## src/rtl/axis_32to64_strb.sv

```systemverilog
// axis_32to64_strb: packs a 32-bit AXI-Stream into 64-bit beats.
// The first word of each pair lands in [31:0], the second in [63:32]. A packet with an
// odd word count ends in a low-half-only beat (TSTRB = 8'h0F). The SRCDEST tag seen on
// the first word of a packet is carried on TUSER for every beat of that packet.
module axis_32to64_strb #(
  parameter int unsigned SRCDEST_W = 32,
  parameter bit          ZERO_PAD  = 1'b1
) (
  input  logic                 AXIS_ACLK,
  input  logic                 AXIS_ARESET,
  input  logic [31:0]          S_AXIS_TDATA,
  input  logic                 S_AXIS_TLAST,
  input  logic                 S_AXIS_TVALID,
  output logic                 S_AXIS_TREADY,
  input  logic [SRCDEST_W-1:0] SRCDEST,
  output logic [63:0]          M_AXIS_TDATA,
  output logic [7:0]           M_AXIS_TSTRB,
  output logic                 M_AXIS_TLAST,
  output logic [SRCDEST_W-1:0] M_AXIS_TUSER,
  output logic                 M_AXIS_TVALID,
  input  logic                 M_AXIS_TREADY
);

  // StLo: waiting for the low word; StHi: waiting for the high word;
  // StPush: emitting the strobed tail beat of an odd-length packet.
  typedef enum logic [1:0] {
    StLo   = 2'd0,
    StHi   = 2'd1,
    StPush = 2'd2
  } state_e;

  state_e                 state_q;
  logic [31:0]            lo_q;
  logic [SRCDEST_W-1:0]   user_q;
  logic                   in_pkt_q;

  logic [63:0]            m_data_q;
  logic [7:0]             m_strb_q;
  logic                   m_last_q;
  logic [SRCDEST_W-1:0]   m_user_q;
  logic                   m_valid_q;

  logic                   out_free;
  logic                   s_ready;
  logic                   s_xfr;
  logic                   m_xfr;

  // The output register can take a new beat when empty or draining this cycle.
  assign out_free = !m_valid_q || M_AXIS_TREADY;
  assign s_xfr    = S_AXIS_TVALID && s_ready;
  assign m_xfr    = m_valid_q && M_AXIS_TREADY;

  // Input ready is a function of state and downstream space only, never of TVALID/TDATA.
  always_comb begin
    s_ready = 1'b0;
    case (state_q)
      StLo:    s_ready = 1'b1;
      StHi:    s_ready = out_free;
      StPush:  s_ready = 1'b0;
      default: s_ready = 1'b0;
    endcase
  end

  // Packing FSM together with the registered output beat.
  always_ff @(posedge AXIS_ACLK) begin
    if (AXIS_ARESET) begin
      state_q   <= StLo;
      lo_q      <= 32'h0;
      user_q    <= '0;
      in_pkt_q  <= 1'b0;
      m_data_q  <= 64'h0;
      m_strb_q  <= 8'h0;
      m_last_q  <= 1'b0;
      m_user_q  <= '0;
      m_valid_q <= 1'b0;
    end else begin
      // Drain first; a reload below in the same cycle takes precedence.
      if (m_xfr) begin
        m_valid_q <= 1'b0;
      end

      case (state_q)
        StLo: begin
          if (s_xfr) begin
            lo_q <= S_AXIS_TDATA;
            // The routing tag is taken only on the first word of a packet.
            if (!in_pkt_q) begin
              user_q <= SRCDEST;
            end
            if (S_AXIS_TLAST) begin
              state_q  <= StPush;
              in_pkt_q <= 1'b0;
            end else begin
              state_q  <= StHi;
              in_pkt_q <= 1'b1;
            end
          end
        end

        StHi: begin
          if (s_xfr) begin
            m_data_q  <= {S_AXIS_TDATA, lo_q};
            m_strb_q  <= 8'hFF;
            m_last_q  <= S_AXIS_TLAST;
            m_user_q  <= user_q;
            m_valid_q <= 1'b1;
            state_q   <= StLo;
            if (S_AXIS_TLAST) begin
              in_pkt_q <= 1'b0;
            end
          end
        end

        StPush: begin
          if (out_free) begin
            // Upper half is either cleared or left holding the previous beat's data.
            m_data_q  <= {(ZERO_PAD ? 32'h0 : m_data_q[63:32]), lo_q};
            m_strb_q  <= 8'h0F;
            m_last_q  <= 1'b1;
            m_user_q  <= user_q;
            m_valid_q <= 1'b1;
            state_q   <= StLo;
          end
        end

        default: begin
          state_q <= StLo;
        end
      endcase
    end
  end

  assign S_AXIS_TREADY = s_ready;
  assign M_AXIS_TDATA  = m_data_q;
  assign M_AXIS_TSTRB  = m_strb_q;
  assign M_AXIS_TLAST  = m_last_q;
  assign M_AXIS_TUSER  = m_user_q;
  assign M_AXIS_TVALID = m_valid_q;

`ifndef SYNTHESIS
  // A stalled output beat must hold every field until it is taken.
  property p_out_stable;
    @(posedge AXIS_ACLK) disable iff (AXIS_ARESET)
      (M_AXIS_TVALID && !M_AXIS_TREADY) |=>
        (M_AXIS_TVALID && $stable(M_AXIS_TDATA) && $stable(M_AXIS_TSTRB) &&
         $stable(M_AXIS_TLAST) && $stable(M_AXIS_TUSER));
  endproperty
  a_out_stable: assert property (p_out_stable);
`endif

endmodule

```

## config.mk

```make
export PLATFORM = sky130hd
export DESIGN_NAME = axis_32to64_strb
export DESIGN_NICKNAME = d
export VERILOG_FILES = /design/src/rtl/axis_32to64_strb.sv
export SDC_FILE = /design/constraint.sdc
export NUM_CORES = 1
export LEC_CHECK = 0
export BUFFER_PORTS_ARGS = -buffer_cell sky130_fd_sc_hd__buf_2
export CORE_MARGIN = 3
export CORE_UTILIZATION = 55
export CTS_CLUSTER_SIZE = 24
export DETAILED_ROUTE_END_ITERATION = 10
export GPL_TIMING_DRIVEN = 0
export PLACE_DENSITY = 0.83
export SLEW_MARGIN = 25
export SYNTH_ARGS = -nofsm -noshare
export SYNTH_HDL_FRONTEND = slang
export SYNTH_SLANG_ARGS = --single-unit
```

## constraint.sdc

```tcl
create_clock -name AXIS_ACLK -period 2.9 [get_ports AXIS_ACLK]
set_input_delay 0.145 -clock AXIS_ACLK [delete_from_list [all_inputs] [get_ports AXIS_ACLK]]
set_output_delay 0.145 -clock AXIS_ACLK [all_outputs]
set_load 0.05 [all_outputs]
```

==> results of run 1 <==
==> through the flow <==
stage	cells	area (µm²)	worst slack (ps)	hold slack (ps)	power, mW
after floorplan	753	6010	1050	255	3.12
after global placement	1062	7050	1000	386	3.35
after detailed placement	1062	7050	967	390	3.36
after CTS	1161	8280	835	21.0	5.52
after global routing	1161	8280	726	87.2	5.72
final	1161	8280	835	44.1	5.51
==> cells in the final DEF, fill, tap and decap left out, types with 2 or more instances in the layout <==
master         netlist  final
nand2_1            289    289
buf_2               12    185
dfxtp_1            167    167
a21oi_1            164    164
dlygate4sd3_1        0     67
nand3_1             32     32
clkbuf_1            25     27
buf_4               17     17
clkbuf_16            0     16
nor2_1               8      8
buf_1                6      6
buf_6                5      5
inv_1                4      4
o21ai_0              4      4
clkinv_4             0      4
ha_1                 3      3
clkinvlp_4           0      3
inv_6                0      3
nor2b_1              2      2
nor3_1               2      2
==> per-layer routing <==
| metal | vias to the layer above | GRT usage, % | share of wire, % |
|---|---|---|---|
| li1 | 2961 | - | - |
| met1 | 2791 | 33.8 | 40 |
| met2 | 259 | 49.2 | 50 |
| met3 | 28 | 7.12 | 8.0 |
| met4 | 0 | 8.70 | 1.6 |
| met5 | - | 0 | 0 |
==> worst max-delay path, stage by stage (launching register included) <==
cell and delay (ps):
dfxtp_1 330, inv_1 90, ha_1 290, inv_1 140
o21bai_1 240, buf_2 320
==> registers in the layout (all words and copies together), names as in the netlist <==
signal         count
M_AXIS_TDATA      64
M_AXIS_TLAST       1
M_AXIS_TSTRB       2
M_AXIS_TUSER      32
M_AXIS_TVALID      1
in_pkt_q           1
lo_q              32
state_q            2
user_q            32
==> report_power, final <==
group          switching, mW  internal (mW)
Sequential            0.0632           2.41
Combinational          0.624          0.298
Clock                  0.949           1.17
==> logic make-up after synthesis <==
family | share of synthesized area (%)
compound gates | 15.0
fa+ha+maj | 0.625
buf+inv | 6.33
simple gates | 22.2
mux | 0.229
flops | 55.6
==> timing repair <==
action / in CTS / in global routing
hold endpoints to repair: 100 / 0
gates resized for setup: 0 / 0
hold buffers: 67 / 0
==> cell type report <==
class                   instances  share of cell area, %
inverters                       4                  0.181
repair buffers                240                   18.6
flip-flops and latches        167                   40.4
clock inverters                13                   1.71
plain buffers                  66                   4.41
multi-input cells             516                   27.6
clock buffers                  19                   5.09
well taps                     136                   2.06
==> final timing paths <==
kind / cells after the start / endpoint
worst max register to register: 8 / user_q[8]
worst max-delay path: 5 / S_AXIS_TREADY
worst min register to register: 2 / M_AXIS_TUSER[1]
worst min-delay path: 4 / M_AXIS_TVALID
==> flow_metrics.tcl, run 1 <==
set metrics [dict create \
    status "finished, final reports clean" \
    synth_top_area_share_pct 55.6 \
    nFillCells 766 \
    cp_max_fo 5 \
    drt_iter0_drc 435 \
    htree_levels 4 \
    tightest_slew_ps 576 \
    slew_headroom_pct 61.6 \
    antenna_found_initial 0 \
    ys_warn_count 0 \
    die-area_um2 12200 \
    grt_pass1_wl_um 28400 \
    start_util_pct 57.4 \
    yosys-top-cells-count "nand2_1, dfxtp_1, a21oi_1" \
    regArea_um2 3340 \
    fin_crit_ps 2060 \
    worstPathRequired_ps 2760 \
    grt_pass1_vias 5948 \
    io_buffers 173 \
    nNetsFinal 1084 \
    core-area_um2 10500 \
    period_share_pct 71.2 \
    dieHeight_um 111 \
    vias_per_cell 5.20 \
    finalHoldViolCount 0 \
    yosysTopAreaCell "dfxtp_1" \
    regToRegSetupSlack_ps 900 \
    clock_path_buffers 2 \
    vias 6039 \
    end_kind "primary output" \
    setup-tns-final_ps 0 \
    track_usage_pct 28.1 \
    grt_start_max_net_pins 17 \
    crit_type "flip-flop to primary output" \
    synth_ff_type "dfxtp_1" \
    synth_fp_nets 825 \
    utilization_pct 79.1 \
    area_growth_pct 37.8 \
    postSynthCellCount 753 \
    seq_area_frac_synth_pct 55.6 \
    diodes 0 \
    path_clk_slew_ps 60 \
    final-max-slew-violation-count 0 \
    drive_gt1_share_pct 23.6 \
    crit_start "state_q[1]" \
    min_from "M_AXIS_TREADY" \
    hold_class "primary input to flip-flop" \
    ir_worst_vdd_v 0.000419 \
    p_leak_nw 3.51 \
    cts_tree "built" \
    ys_ff_latch 167 \
    syn_avg_cell_area_um2 7.98 \
    async_flop_share_pct 0 \
    p_per_area_nw_per_um2 666 \
    cap_violations 0 \
    drcViolationCount 0 \
    cp-start-kind "flip-flop" \
    yosysMostFrequentCell "nand2_1" \
    multi_input_area_um2 2290 \
    clock.fmax_mhz 484 \
    cts_setup_buffers 0 \
    cts_made_buffers 17 \
    synth_edf_count 0 \
    clock-sinks 167 \
    dp_hpwl_um 11200 \
    root_buffer "clkbuf_8" \
    setup_viol 0 \
    syn_area_um2 6010 \
    drt_wl_total_um 17300 \
    gp_congestion 0.855 \
    rows 37 \
    ant_nets 0 \
    drtPass1Iterations 5 \
    worst_clock_skew_ps 10.5 \
    rr_startpoint "state_q[1]" \
    wl_per_cell_um 14.9 \
    rsz0062_at_grt "false" \
    synth_cell_type_count 28 \
    synthTopCellsByArea "dfxtp_1, nand2_1, a21oi_1" \
    worst_ep_arrival_time_ps 1920 \
    dieWidth_um 111 \
    ios 176 \
    clkLatencyLatePin_ps 520 \
    grt-ovfl-total 0 \
]
(Power assumes the default switching activity.)
==> run 2, diff against run 1 <==
--- a/config.mk
+++ b/config.mk
@@ -7,11 +7,11 @@
 export LEC_CHECK = 0
 export BUFFER_PORTS_ARGS = -buffer_cell sky130_fd_sc_hd__buf_2
 export CORE_MARGIN = 3
-export CORE_UTILIZATION = 55
+export CORE_UTILIZATION = 51
 export CTS_CLUSTER_SIZE = 24
 export DETAILED_ROUTE_END_ITERATION = 10
 export GPL_TIMING_DRIVEN = 0
-export PLACE_DENSITY = 0.83
+export PLACE_DENSITY = 0.78
 export SLEW_MARGIN = 25
 export SYNTH_ARGS = -nofsm -noshare
 export SYNTH_HDL_FRONTEND = slang
==> constraint.sdc (replaced) <==
create_clock -name AXIS_ACLK -period 2.1 [get_ports AXIS_ACLK]
set_input_delay 0.105 -clock AXIS_ACLK [delete_from_list [all_inputs] [get_ports AXIS_ACLK]]
set_output_delay 0.105 -clock AXIS_ACLK [all_outputs]
set_load 0.05 [all_outputs]
==> run 2 against run 1 <==
  * Clock power grew 81%
  * Critical path type is now flip-flop to flip-flop
  * Cell area grew 2.0%
  * Clock-buffer cell count grew 2
  * Combinational power grew 38%
  * Final cell count grew 0.43%
  * Sequential power grew 38%
  * Hold slack lost 7.7 ps
  * Sequential share of layout area shrank 0.78 points
  * Worst setup slack lost 670 ps
  * Global-route usage shrank 1.1 points
  * Die area grew 7.4%
==> flow_metrics.tcl, run 2 (synthesis results as in run 1) <==
set metrics [dict create \
    status "finished, final reports clean" \
    cts_tree "built" \
    drt_iter0_drc 484 \
    holdPathEnd "in_pkt_q" \
    io_buffers 173 \
    layout_common_cells "nand2_1, buf_2, dfxtp_1" \
    antenna_found_initial 0 \
    dieWidth_um 115 \
    regToRegSetupSlack_ps 160 \
    cts_setup_buffers 0 \
    setup_viol 0 \
    rr_startpoint "state_q[0]" \
    final_common_cell "nand2_1" \
    worstPathRequired_ps 2420 \
    clkLatencyLatePin_ps 420 \
    crit_type "flip-flop to flip-flop" \
    htree_levels 4 \
    tightest_slew_ps 576 \
    nNetsFinal 1082 \
    clock-sinks 167 \
    grt_pass1_wl_um 28100 \
    worst_clock_skew_ps 8.64 \
    largest_reg_flops 64 \
    p_per_area_nw_per_um2 1010 \
    die-area_um2 13100 \
    finalNonFillerCells 1166 \
    cap_violations 0 \
    dpl.cell_count 1069 \
    rr_worst_depth 9 \
    drtPass1Iterations 5 \
    min_path_cells 2 \
    crit_slowest_cell "dfxtp_1" \
    slew_headroom_pct 61.6 \
    min_from "S_AXIS_TVALID" \
    path_cells "inv_1 > ha_1 > buf_2 > mux2i_2 > o32a_1 > buf_6 > buf_2 > nand2_1 > a21oi_1" \
    grt_start_max_net_pins 17 \
    drcViolationCount 0 \
    hold_class "primary input to flip-flop" \
    drive_gt1_share_pct 23.9 \
    fin_crit_ps 1940 \
    setup_ws_ps 161 \
    utilization_pct 73.6 \
    worst_ep_arrival_time_ps 2260 \
    area_growth_pct 40.5 \
    gp_congestion 0.817 \
    vias 5951 \
    root_buffer "clkbuf_16" \
    total_power_mw 8.50 \
    core-area_um2 11500 \
    start_util_pct 52.4 \
    cp_max_fo 10 \
    ir_worst_vdd_v 0.000636 \
    drt_wl_total_um 17400 \
    setup-tns-final_ps 0 \
    ant_nets 0 \
    ios 176 \
    clock.fmax_mhz 516 \
    track_usage_pct 27.0 \
    cp-start-kind "flip-flop" \
    rr_endpoint "M_AXIS_TUSER[15]" \
    dp_slack_ps 154 \
    dieHeight_um 115 \
    rsz0062_at_grt "false" \
    final-max-slew-violation-count 0 \
    crit_top_cell "buf_2" \
    p_leak_nw 3.60 \
    diodes 0 \
    clock_path_buffers 2 \
    end_kind "flip-flop" \
    wl_per_cell_um 14.9 \
    slowest_delay_ps 360 \
    cts_made_buffers 17 \
    period_share_pct 92.3 \
    finalHoldViolCount 0 \
    dp_hpwl_um 11300 \
    grt-ovfl-total 0 \
    vias_per_cell 5.10 \
    rows 39 \
    path_clk_slew_ps 70 \
    grt_pass1_vias 5821 \
]
## run 2: cell count changes in the layout (fill, tap and decap cells not counted), sizes merged
cell,delta
clkinvlp,-3
inv,-3
clkbuf,+3
dlygate4sd3,-2
bufinv,+7
clkinv,-3
buf,-1
## run 2: worst max-delay path by stage
stage                     slack [ps]  depth (start not counted)     startpoint                to
after floorplan                  250                          3  M_AXIS_TVALID          in_pkt_q
after global placement           180                          8     state_q[0]         user_q[4]
after detailed placement         150                          8     state_q[0]         user_q[5]
after CTS                         80                          8     state_q[1]        user_q[28]
after global routing              30                         10     state_q[0]  M_AXIS_TDATA[43]
final                            160                          9     state_q[0]  M_AXIS_TUSER[15]
## run 2: repair_timing
| item | 4_1_cts | 5_1_grt |
|---|---|---|
| resized for setup | 0 | 8 |
| hold buffers | 65 | 0 |
| hold endpoints to repair | 98 | 0 |
| setup endpoints to repair | 0 | 38 |
## run 2: final cells by class
class	count	area (µm²)
Multi-Input combinational cell	516	2290
Timing Repair Buffer	238	1520
Inverter	4	15.0
Buffer	66	372
Clock buffer	21	460
Clock inverter	11	267
Sequential cell	167	3340
Tap cell	143	179
Fill cell	897	3020
## run 2: through the flow
stage | area, µm² | hold slack, ps
detailed placement | 7050 | 351
global route | 8440 | 65.8
global placement | 7050 | 348
finish | 8440 | 36.4
CTS | 8430 | 3.56
floorplan | 6010 | 215
## run 2: where the power goes
part           internal (mW)  switching (mW)
sequential              3.34          0.0864
combinational          0.412           0.859
clock                   2.55            1.26
total                   6.29            2.21
## run 2: worst max-delay path, delay by kind of cell (launching register included)
| kind | cells | cell delay [ps] |
|---|---|---|
| flops | 1 | 360 |
| mux | 1 | 190 |
| buf+inv | 4 | 610 |
| compound gates | 2 | 390 |
| fa+ha+maj | 1 | 190 |
| simple gates | 1 | 90 |
## run 2: routing by layer
layer	global-route usage, %	up-vias	part of all wire [%]
met5	0	-	0
met4	9.18	0	1.5
met3	6.24	32	8.4
met2	46.5	261	49
met1	33.0	2697	41
li1	-	2961	-
